<file path="src/rtl/mux2_stream_arbiter.sv">
// Two-source round-robin packet arbiter driving a shared 2:1 data mux into a single
// registered valid/ready output stage; grant is held for a whole packet.
module mux2_stream_arbiter #(
  parameter int unsigned DATA_WIDTH = 64,
  parameter int unsigned MAX_BEATS  = 256,
  parameter int unsigned CNT_WIDTH  = 9
) (
  input  logic                  clk,
  input  logic                  rst_n,
  input  logic [DATA_WIDTH-1:0] in0_data,
  input  logic                  in0_valid,
  input  logic                  in0_last,
  output logic                  in0_ready,
  input  logic [DATA_WIDTH-1:0] in1_data,
  input  logic                  in1_valid,
  input  logic                  in1_last,
  output logic                  in1_ready,
  output logic [DATA_WIDTH-1:0] out_data,
  output logic                  out_valid,
  output logic                  out_last,
  input  logic                  out_ready,
  output logic                  mux_sel,
  output logic                  busy,
  output logic                  err_overrun
);

  localparam logic [CNT_WIDTH-1:0] CntLast = CNT_WIDTH'(MAX_BEATS - 1);

  typedef enum logic [1:0] {StIdle, StGnt0, StGnt1} state_e;

  state_e                  state_q, state_d;
  logic                    last_gnt_q, last_gnt_d;
  logic [CNT_WIDTH-1:0]    cnt_q, cnt_d;
  logic [DATA_WIDTH-1:0]   out_data_q, out_data_d;
  logic                    out_valid_q, out_valid_d;
  logic                    out_last_q, out_last_d;
  logic                    err_q, err_d;

  logic                    load, accept, release_pkt, forced;
  logic                    gnt_valid, gnt_last;
  logic [DATA_WIDTH-1:0]   gnt_data;
  logic                    arb_req, arb_gnt;

  always_comb begin
    load        = !out_valid_q || out_ready;
    gnt_valid   = (state_q == StGnt0) ? in0_valid : ((state_q == StGnt1) ? in1_valid : 1'b0);
    gnt_data    = (state_q == StGnt1) ? in1_data : in0_data;
    gnt_last    = (state_q == StGnt1) ? in1_last : in0_last;
    accept      = (state_q != StIdle) && load && gnt_valid;
    // Hitting the beat limit without last ends the grant as if last had been seen.
    forced      = accept && !gnt_last && (cnt_q == CntLast);
    release_pkt = accept && (gnt_last || (cnt_q == CntLast));

    arb_req = in0_valid || in1_valid;
    if (in0_valid && in1_valid) begin
      arb_gnt = !last_gnt_q;
    end else begin
      arb_gnt = in1_valid;
    end

    state_d    = state_q;
    last_gnt_d = last_gnt_q;
    cnt_d      = cnt_q;
    if ((state_q == StIdle) || release_pkt) begin
      cnt_d = '0;
      if (arb_req) begin
        state_d    = arb_gnt ? StGnt1 : StGnt0;
        last_gnt_d = arb_gnt;
      end else begin
        state_d = StIdle;
      end
    end else if (accept) begin
      cnt_d = cnt_q + 1'b1;
    end

    out_data_d  = out_data_q;
    out_last_d  = out_last_q;
    out_valid_d = out_valid_q;
    if (load) begin
      out_valid_d = accept;
      if (accept) begin
        out_data_d = gnt_data;
        out_last_d = gnt_last;
      end
    end

    err_d = err_q || forced;
  end

  always_ff @(posedge clk) begin
    if (!rst_n) begin
      state_q     <= StIdle;
      last_gnt_q  <= 1'b1;
      cnt_q       <= '0;
      out_data_q  <= '0;
      out_valid_q <= 1'b0;
      out_last_q  <= 1'b0;
      err_q       <= 1'b0;
    end else begin
      state_q     <= state_d;
      last_gnt_q  <= last_gnt_d;
      cnt_q       <= cnt_d;
      out_data_q  <= out_data_d;
      out_valid_q <= out_valid_d;
      out_last_q  <= out_last_d;
      err_q       <= err_d;
    end
  end

  assign in0_ready   = (state_q == StGnt0) && load;
  assign in1_ready   = (state_q == StGnt1) && load;
  assign mux_sel     = (state_q == StGnt1);
  assign busy        = (state_q != StIdle);
  assign out_data    = out_data_q;
  assign out_valid   = out_valid_q;
  assign out_last    = out_last_q;
  assign err_overrun = err_q;

endmodule

</file>
<file path="config.mk">
export PLATFORM = sky130hd
export DESIGN_NAME = mux2_stream_arbiter
export DESIGN_NICKNAME = d
export VERILOG_FILES = /design/src/rtl/mux2_stream_arbiter.sv
export SDC_FILE = /design/constraint.sdc
export NUM_CORES = 1
export LEC_CHECK = 0
export ABC_AREA = 1
export CAP_MARGIN = 15
export CORE_ASPECT_RATIO = 0.8
export CORE_MARGIN = 2
export CORE_UTILIZATION = 30
export CTS_BUF_LIST = sky130_fd_sc_hd__clkbuf_16
export CTS_CLUSTER_DIAMETER = 80
export DETAILED_ROUTE_END_ITERATION = 8
export HOLD_SLACK_MARGIN = 0.15
export MAX_ROUTING_LAYER = met4
export PLACE_DENSITY = 0.69
export SLEW_MARGIN = 15
export SYNTH_ARGS = -nofsm -noshare
export SYNTH_HDL_FRONTEND = slang
export SYNTH_SLANG_ARGS = --single-unit
</file>
<file path="constraint.sdc">
create_clock -name clk -period 1.65 [get_ports clk]
set_clock_uncertainty 0.15 [all_clocks]
set_input_delay 0.2475 -clock clk [delete_from_list [all_inputs] [get_ports clk]]
set_output_delay 0.2475 -clock clk [all_outputs]
set_load 0.03 [all_outputs]
</file>
### After elaboration in Yosys (flattened, before gate mapping)

Index checks and enable logic that the tools add are counted.

* bits in registers: 79
* bits of input ports: 135
* output and inout port bits: 71
* word-level logic and storage cells: 40

* add/subtract/negate cells: 1
* equality and inequality tests: 3
* mux-type cells: 7
* bitwise gates (word level): 1
* reductions and logical operators: 21

Operators with widths (count)
* $mux 64: 1
* $add 9x1->9 const B: 1
* $eq 9x8->1 const B: 1
* $logic_and 1x1->1: 8
* $logic_or 1x1->1: 5
* $mux 1: 4
* $mux 2: 2
* $reduce_and 2->1: 2
* $logic_not 1->1: 3
* $eq 2x1->1 const B: 1
* $eq 2x2->1 const B: 1
* $logic_not 2->1: 1
* $reduce_bool 2->1: 1
* $reduce_or 2->1: 1
* $not 1->1: 1

### Longest topological paths before layout

Gate-level depths: netlist of the first run.

* word-level depth: 7
* gate-level depth with buffers: 11
* depth with buffers taken out: 11

### Least setup slack after synthesis of the first run

OpenSTA, ideal clock, no wires.

* path type: flip-flop to flip-flop
* start: register cnt_q[0]
* end: register cnt_q[6]
* setup time: 0.125 ns
* data arrival time: 1.471 ns
* required time: 1.375 ns
* path slack: -0.096 ns
* cell stages (with the launch flop): 10
* path buffers: 0
* clock period less this slack: 1.746 ns
* path through: dfxtp_1 ha_1 nand3_1 nor3_1 ha_1 inv_1 nand3_1 nand3_1 nand3_1 nor2_1

* longest elaborated chain between the ends: 5
* elaborated cells between the ends (all ways): 6
* those cells by class: 1 x add/sub; 1 x eq/ne; 4 x reduce/logical

Ends and longest elaborated chain
* start, declared: line 33 `logic [CNT_WIDTH-1:0] cnt_q, cnt_d;`
* start signal, assigned: line 102 `cnt_q <= cnt_d;`
* branches (longest 5 deep; another with $add 9x1->9)

Parallel ways; which one is timed is not known.
A chain may end at the register's enable or synchronous reset.

### Worst setup path after layout of the first run

* start: register cnt_q[1]
* end: register state_q[1]

* longest elaborated chain between the ends: 4

Ends and longest elaborated chain
* $eq 9x8->1: line 52 `release_pkt = accept && (gnt_last || (cnt_q == CntLast));`
* $logic_or 1x1->1: line 52
* $logic_and 1x1->1: line 52
* $logic_or 1x1->1: line 64 `if ((state_q == StIdle) || release_pkt) begin`
* end signal, assigned: line 92 `state_q <= StIdle;`
* end signal, assigned: line 100 `state_q <= state_d;`
* end, declared: line 31 `state_e state_q, state_d;`

Every way passes these cells.

==> flow_metrics.py, run 1 <==
metrics = {
    "outcome": {
        "outcome": "finished, violations left",
        "violations": "setup timing",
    },
    "power_and_ir_drop": {
        "swShare": 0.298,
        "power_leakage_nw": 3.11,
        "power_switching_mw": 1.84,
        "power.total_mw": 6.17,
        "power.internal_mw": 4.33,
        "clkPwrFrac": 0.362,
        "pwr-share-comb": 0.291,
        "worst_ir_drop_vdd_mv": 0.513,
        "p_seq_frac": 0.347,
        "powerDensity_nw_per_um2": 927,
    },
    "die": {
        "rows": 36,
        "ios": 206,
        "die-area_um2": 13600,
        "die_w_um": 130,
        "die_y_um": 105,
        "core_area_um2": 12300,
        "start_util": 0.310,
    },
    "sta": {
        "final_max_slew_viol_count": 0,
        "fmax_mhz": 579,
        "fin_crit_ps": 1730,
        "rsz0062_at_grt": "yes",
        "slew-limit-headroom": 0.747,
        "final.setup.worst_slack_ps": -77.7,
        "finalHoldViolCount": 0,
        "fin_crit_sh": 1.05,
        "setup_violations": 9,
        "tightest_slew_ps": 380,
    },
    "clock_tree": {
        "hold_buffers": 0,
        "cts_buffer_depth": 2,
        "worstSkewPairLatency_ps": 330,
        "cts_tree": "yes",
        "cts_buffers": 9,
        "clkTransAtPathRegs_ps": 60,
        "clock-root-buffer": "clkbuf_16",
        "cts.sinks": 79,
        "htree_levels": 3,
    },
    "cells_and_area": {
        "n_fill_cell": 1265,
        "area_growth_syn_to_layout_pct": 75.4,
        "diodes": 0,
        "final_layout_size_suffix_gt1_frac": 0.106,
        "fin_util": 0.543,
        "fin_nets": 950,
        "fin_cells": 989,
        "layout_common_cells": "nand2_1, nor2_1, clkdlybuf4s50_1",
        "final_common_cell": "nand2_1",
    },
    "drt": {
        "wl_um": 12300,
        "drc": 0,
        "drtIter0Drc": 154,
        "dr.pass1.iters": 4,
        "wl_per_cell_um": 12.5,
        "postRouteAntennaNets": 0,
        "viasPerCell": 4.33,
        "vias": 4282,
    },
    "synth": {
        "yosysSeqAreaShare": 0.417,
        "syn-cell-area_um2": 3800,
        "ys_ff_latch": 79,
        "post_synth_num_cell_types": 25,
        "synth_warnings": 0,
        "avgSynthCellArea_um2": 6.34,
        "synth_nets": 736,
        "synthCells": 599,
    },
    "flow_run": {
        "maxCapViolations": 0,
    },
    "grt": {
        "use_met3": 0.0476,
        "gr-usage-met2": 0.289,
        "top_usage_layer": "met2",
        "grt_util_met1": 0.233,
        "grt_pass1_vias": 4107,
        "antenna_found_initial": 0,
        "grt_pass1_wl_um": 19700,
        "grt_use_total": 0.183,
        "grt_overflow_total": 0,
        "grt_max_degree": 43,
    },
    "setup_path": {
        "cp.arrival_ps": 1830,
        "path_max_fanout": 5,
        "ff2ff_setup_slack_ps": -80,
        "critPathLaunchType": "flip-flop",
        "path_class": "flip-flop to flip-flop",
        "crit_required_ps": 1750,
        "end_kind": "flip-flop",
    },
    "min_path": {
        "min-delay-path-class": "input pin to flip-flop",
    },
    "placed_design": {
        "dp.cells": 966,
        "io_buffers": 205,
        "hpwl_um": 8500,
        "gp_congestion": 0.785,
    },
}
[critical path: stages, from the launching register on]
cell and delay (ps):
dfxtp_2 350, ha_4 150, nand3_4 80, nor3_4 140
ha_2 230, inv_2 40, nand3_2 80, nand3_4 150
nand2_4 110, nand2_1 50, a21oi_1 130
[Yosys cell counts]
library cell | n | area, um2
inv_2 | 2 | 7.51
or2_0 | 1 | 6.26
nand3_1 | 8 | 40.0
ha_1 | 2 | 25.0
nor2_1 | 139 | 522
clkbuf_2 | 4 | 20.0
a21oi_2 | 1 | 8.76
buf_6 | 8 | 90.1
nor3_1 | 2 | 10.0
nand2_2 | 2 | 12.5
dfxtp_1 | 79 | 1580
buf_4 | 2 | 15.0
xnor2_1 | 2 | 17.5
o21ai_2 | 1 | 8.76
nand2_1 | 227 | 852
o21ai_0 | 55 | 275
xor2_1 | 1 | 8.76
o21ai_1 | 10 | 50.1
clkbuf_1 | 10 | 37.5
o21bai_1 | 1 | 7.51
a21oi_1 | 14 | 70.1
nand3b_1 | 1 | 7.51
buf_2 | 13 | 65.1
inv_1 | 12 | 45.0
nand4_1 | 2 | 12.5
[layout make-up]
type | count | area, um2 | area share
well taps | 171 | 214 | 0.0321
multi-input cells | 470 | 2100 | 0.315
clock buffers | 9 | 225 | 0.0338
inverters | 14 | 67.6 | 0.0101
clock inverters | 7 | 114 | 0.0171
flip-flops and latches | 79 | 1590 | 0.239
repair buffers | 239 | 2350 | 0.353
[flip-flops by register name (all words and copies together), names as in the netlist]
name,flops
state_q,2
err_overrun,1
last_gnt_q,1
out_valid,1
cnt_q,9
out_last,1
out_data,64
[logic make-up after synthesis]
family                   share of synthesized area
flip-flops                                   0.417
buffers and inverters                       0.0738
AO/OA/AOI/OAI                                0.111
XOR/XNOR                                   0.00692
adder cells (fa/ha/maj)                    0.00659
AND/OR/NAND/NOR                              0.385
[metal layers]
metal  vias up  routed length, um
met4         0                159
met2       133               5440
li1       2294                  -
met1      1844               5910
met3        11                820
met5         -                  0
[stage by stage]
step | hold WS (ps) | setup TNS (ps) | cell area (um2) | worst slack, ps
2_1_floorplan | 276 | 0 | 3830 | 30.1
3_3_place_gp | 300 | -12000 | 6130 | -210
3_5_place_dp | 302 | -14570 | 6130 | -240
4_1_cts | 204 | -384 | 6520 | -94.1
5_1_grt | 224 | -5520 | 6660 | -171
6_report | 212 | -379 | 6660 | -77.7
[power groups by stage]
stage          clock network [mW]  logic [mW]  registers [mW]
2_1_floorplan                   0       0.687            2.45
3_3_place_gp                    0        1.76            2.17
3_5_place_dp                    0        1.77            2.18
4_1_cts                      2.31        1.76            2.13
5_1_grt                      2.39        1.98            2.16
6_report                     2.23        1.80            2.14
[worst paths after layout]
path         startpoint           end  cells after the start
max            cnt_q[1]    state_q[1]                     10
min               rst_n  out_data[44]                      3
max reg2reg    cnt_q[1]    state_q[1]                     10
min reg2reg  last_gnt_q    last_gnt_q                      2
[repair_timing]
item / 4_1_cts / 5_1_grt
setup endpoints to repair: 82 / 51
pin swaps: 1 / 4
gates cloned: 2 / 1
gates resized for setup: 86 / 27
buffers inserted: 1 / 3
(Power assumes the default switching activity.)
==> run 2: changes to the inputs <==
- RECOVER_POWER: unset -> 50
==> results of run 2 <==
No change in the layout: final DEF, timing and power equal those of run 1.
==> run 3: changes to the inputs <==
- GPL_TIMING_DRIVEN: unset -> 0
==> flow_metrics.py, run 3 (same netlist as run 1, synthesis figures left out) <==
metrics = {
    "power_and_ir_drop": {
        "powerDensity_nw_per_um2": 889,
        "worst_ir_drop_vdd_mv": 0.561,
        "power_leakage_nw": 3.08,
    },
    "sta": {
        "tightest_slew_ps": 752,
        "slew-limit-headroom": 0.498,
        "tns_ps": -693,
        "fin_crit_sh": 1.05,
        "setup_violations": 14,
        "finalHoldViolCount": 0,
        "final.setup.worst_slack_ps": -74.4,
        "rsz0062_at_grt": "yes",
        "final_max_slew_viol_count": 0,
        "fmax_mhz": 580,
        "fin_crit_ps": 1720,
    },
    "die": {
        "ios": 206,
        "die_y_um": 105,
        "rows": 36,
        "start_util": 0.310,
        "die_w_um": 130,
        "core_area_um2": 12300,
        "die-area_um2": 13600,
    },
    "grt": {
        "use_met3": 0.0502,
        "grt_pass1_vias": 3798,
        "grt_pass1_wl_um": 18800,
        "grt_util_met1": 0.232,
        "grt_max_degree": 14,
        "grt_use_total": 0.178,
        "top_usage_layer": "met2",
        "gr-usage-met2": 0.271,
        "grt_overflow_total": 0,
        "antenna_found_initial": 0,
    },
    "setup_path": {
        "end_kind": "flip-flop",
        "path_cells": "ha_4 -> nand3_2 -> nor3_2 -> ha_2 -> inv_2 -> nand3_2 -> nand3_4 -> buf_6 -> nand3_4 -> a21oi_1",
        "path_class": "flip-flop to flip-flop",
        "critPathLaunchType": "flip-flop",
        "r2r-start": "cnt_q[1]",
        "critPathBufInv": 2,
        "critPathMaxStageDelay_ps": 350,
        "crit_family": "simple AND/OR/NAND/NOR gates",
        "reg2reg_to": "cnt_q[3]",
        "cp.arrival_ps": 1790,
        "cp_slowest_cell": "dfxtp_2",
        "rr_worst_depth": 10,
        "crit_required_ps": 1720,
        "path_max_fanout": 5,
        "ff2ff_setup_slack_ps": -70,
    },
    "clock_tree": {
        "cts.sinks": 79,
        "cts_buffer_depth": 2,
        "worstSkewPairLatency_ps": 330,
        "cts_buffers": 9,
        "clock-root-buffer": "clkbuf_16",
        "cts_tree": "yes",
        "clkTransAtPathRegs_ps": 60,
        "htree_levels": 3,
    },
    "cells_and_area": {
        "area_growth_syn_to_layout_pct": 73.4,
        "final_common_cell": "nand2_1",
        "layout_common_cells": "nand2_1, nor2_1, clkdlybuf4s50_1",
        "final_layout_size_suffix_gt1_frac": 0.117,
        "largest_reg_flops": 64,
        "fin_util": 0.537,
        "diodes": 0,
        "fin_nets": 962,
    },
    "drt": {
        "wl_per_cell_um": 12.2,
        "drc": 0,
        "dr.pass1.iters": 4,
        "postRouteAntennaNets": 0,
        "vias": 4349,
        "viasPerCell": 4.34,
        "drtIter0Drc": 217,
        "wl_um": 12200,
    },
    "placed_design": {
        "io_buffers": 204,
        "hpwl_um": 9070,
        "gp_congestion": 0.771,
    },
    "flow_run": {
        "maxCapViolations": 0,
    },
    "outcome": {
        "violations": "setup timing",
        "outcome": "finished, violations left",
    },
    "min_path": {
        "hp-start": "rst_n",
        "hold_depth": 3,
        "min-delay-path-class": "input pin to flip-flop",
        "min_to": "out_data[56]",
    },
}
run 3: per-layer routing:
metal	routed length [um]	vias to the layer above
met5	0	-
met4	212	0
met3	903	20
met2	5320	134
met1	5750	1873
li1	-	2322
run 3: area by class of cell:
class | instances | area [um2]
Buffer | 37 | 294
Clock buffer | 9 | 225
Clock inverter | 7 | 65.1
Fill cell | 1261 | 5670
Inverter | 14 | 55.1
Multi-Input combinational cell | 470 | 2100
Sequential cell | 79 | 1590
Tap cell | 171 | 214
Timing Repair Buffer | 214 | 2040
run 3: through the flow:
step / worst slack, ps / hold slack, ps / total power [mW] / cells / area, um2
2_1_floorplan: 30.1 / 276 / 3.13 / 599 / 3830
3_3_place_gp: -453 / 294 / 3.93 / 974 / 6080
3_5_place_dp: -397 / 298 / 3.94 / 974 / 6080
4_1_cts: -96.5 / 151 / 5.83 / 996 / 6390
5_1_grt: -141 / 204 / 6.17 / 1001 / 6580
6_report: -74.4 / 164 / 5.85 / 1001 / 6580
run 3: worst min-delay path, stage by stage:
cell      delay [ps]
clkbuf_1         210
o21ai_2          110
nor2_1            40
run 3: power by group:
group	leakage (nW)	switching, mW	internal (mW)	total [mW]
sequential	0.644	0.0706	2.06	2.13
combinational	2.29	1.01	0.781	1.79
clock	0.146	0.775	1.16	1.93
total	3.08	1.85	4.00	5.85
run 3: timing repair:
item                                   in CTS  in global routing
endpoints found under the hold margin       6                  0
setup buffers                               4                  5
cloned                                      1                  0
setup endpoints to repair                 143                 82
hold buffers                                1                  0
resized for setup                         108                 88
pin swaps                                   5                  6
run 3: how the worst max path moves through the flow:
stage,end,depth (start not counted),start
after detailed placement,in0_ready,4,out_ready
after global routing,cnt_q[0],10,cnt_q[1]
final,cnt_q[3],10,cnt_q[1]
after floorplan,last_gnt_q,11,cnt_q[0]
after global placement,in0_ready,4,out_ready
after CTS,in1_ready,5,state_q[0]
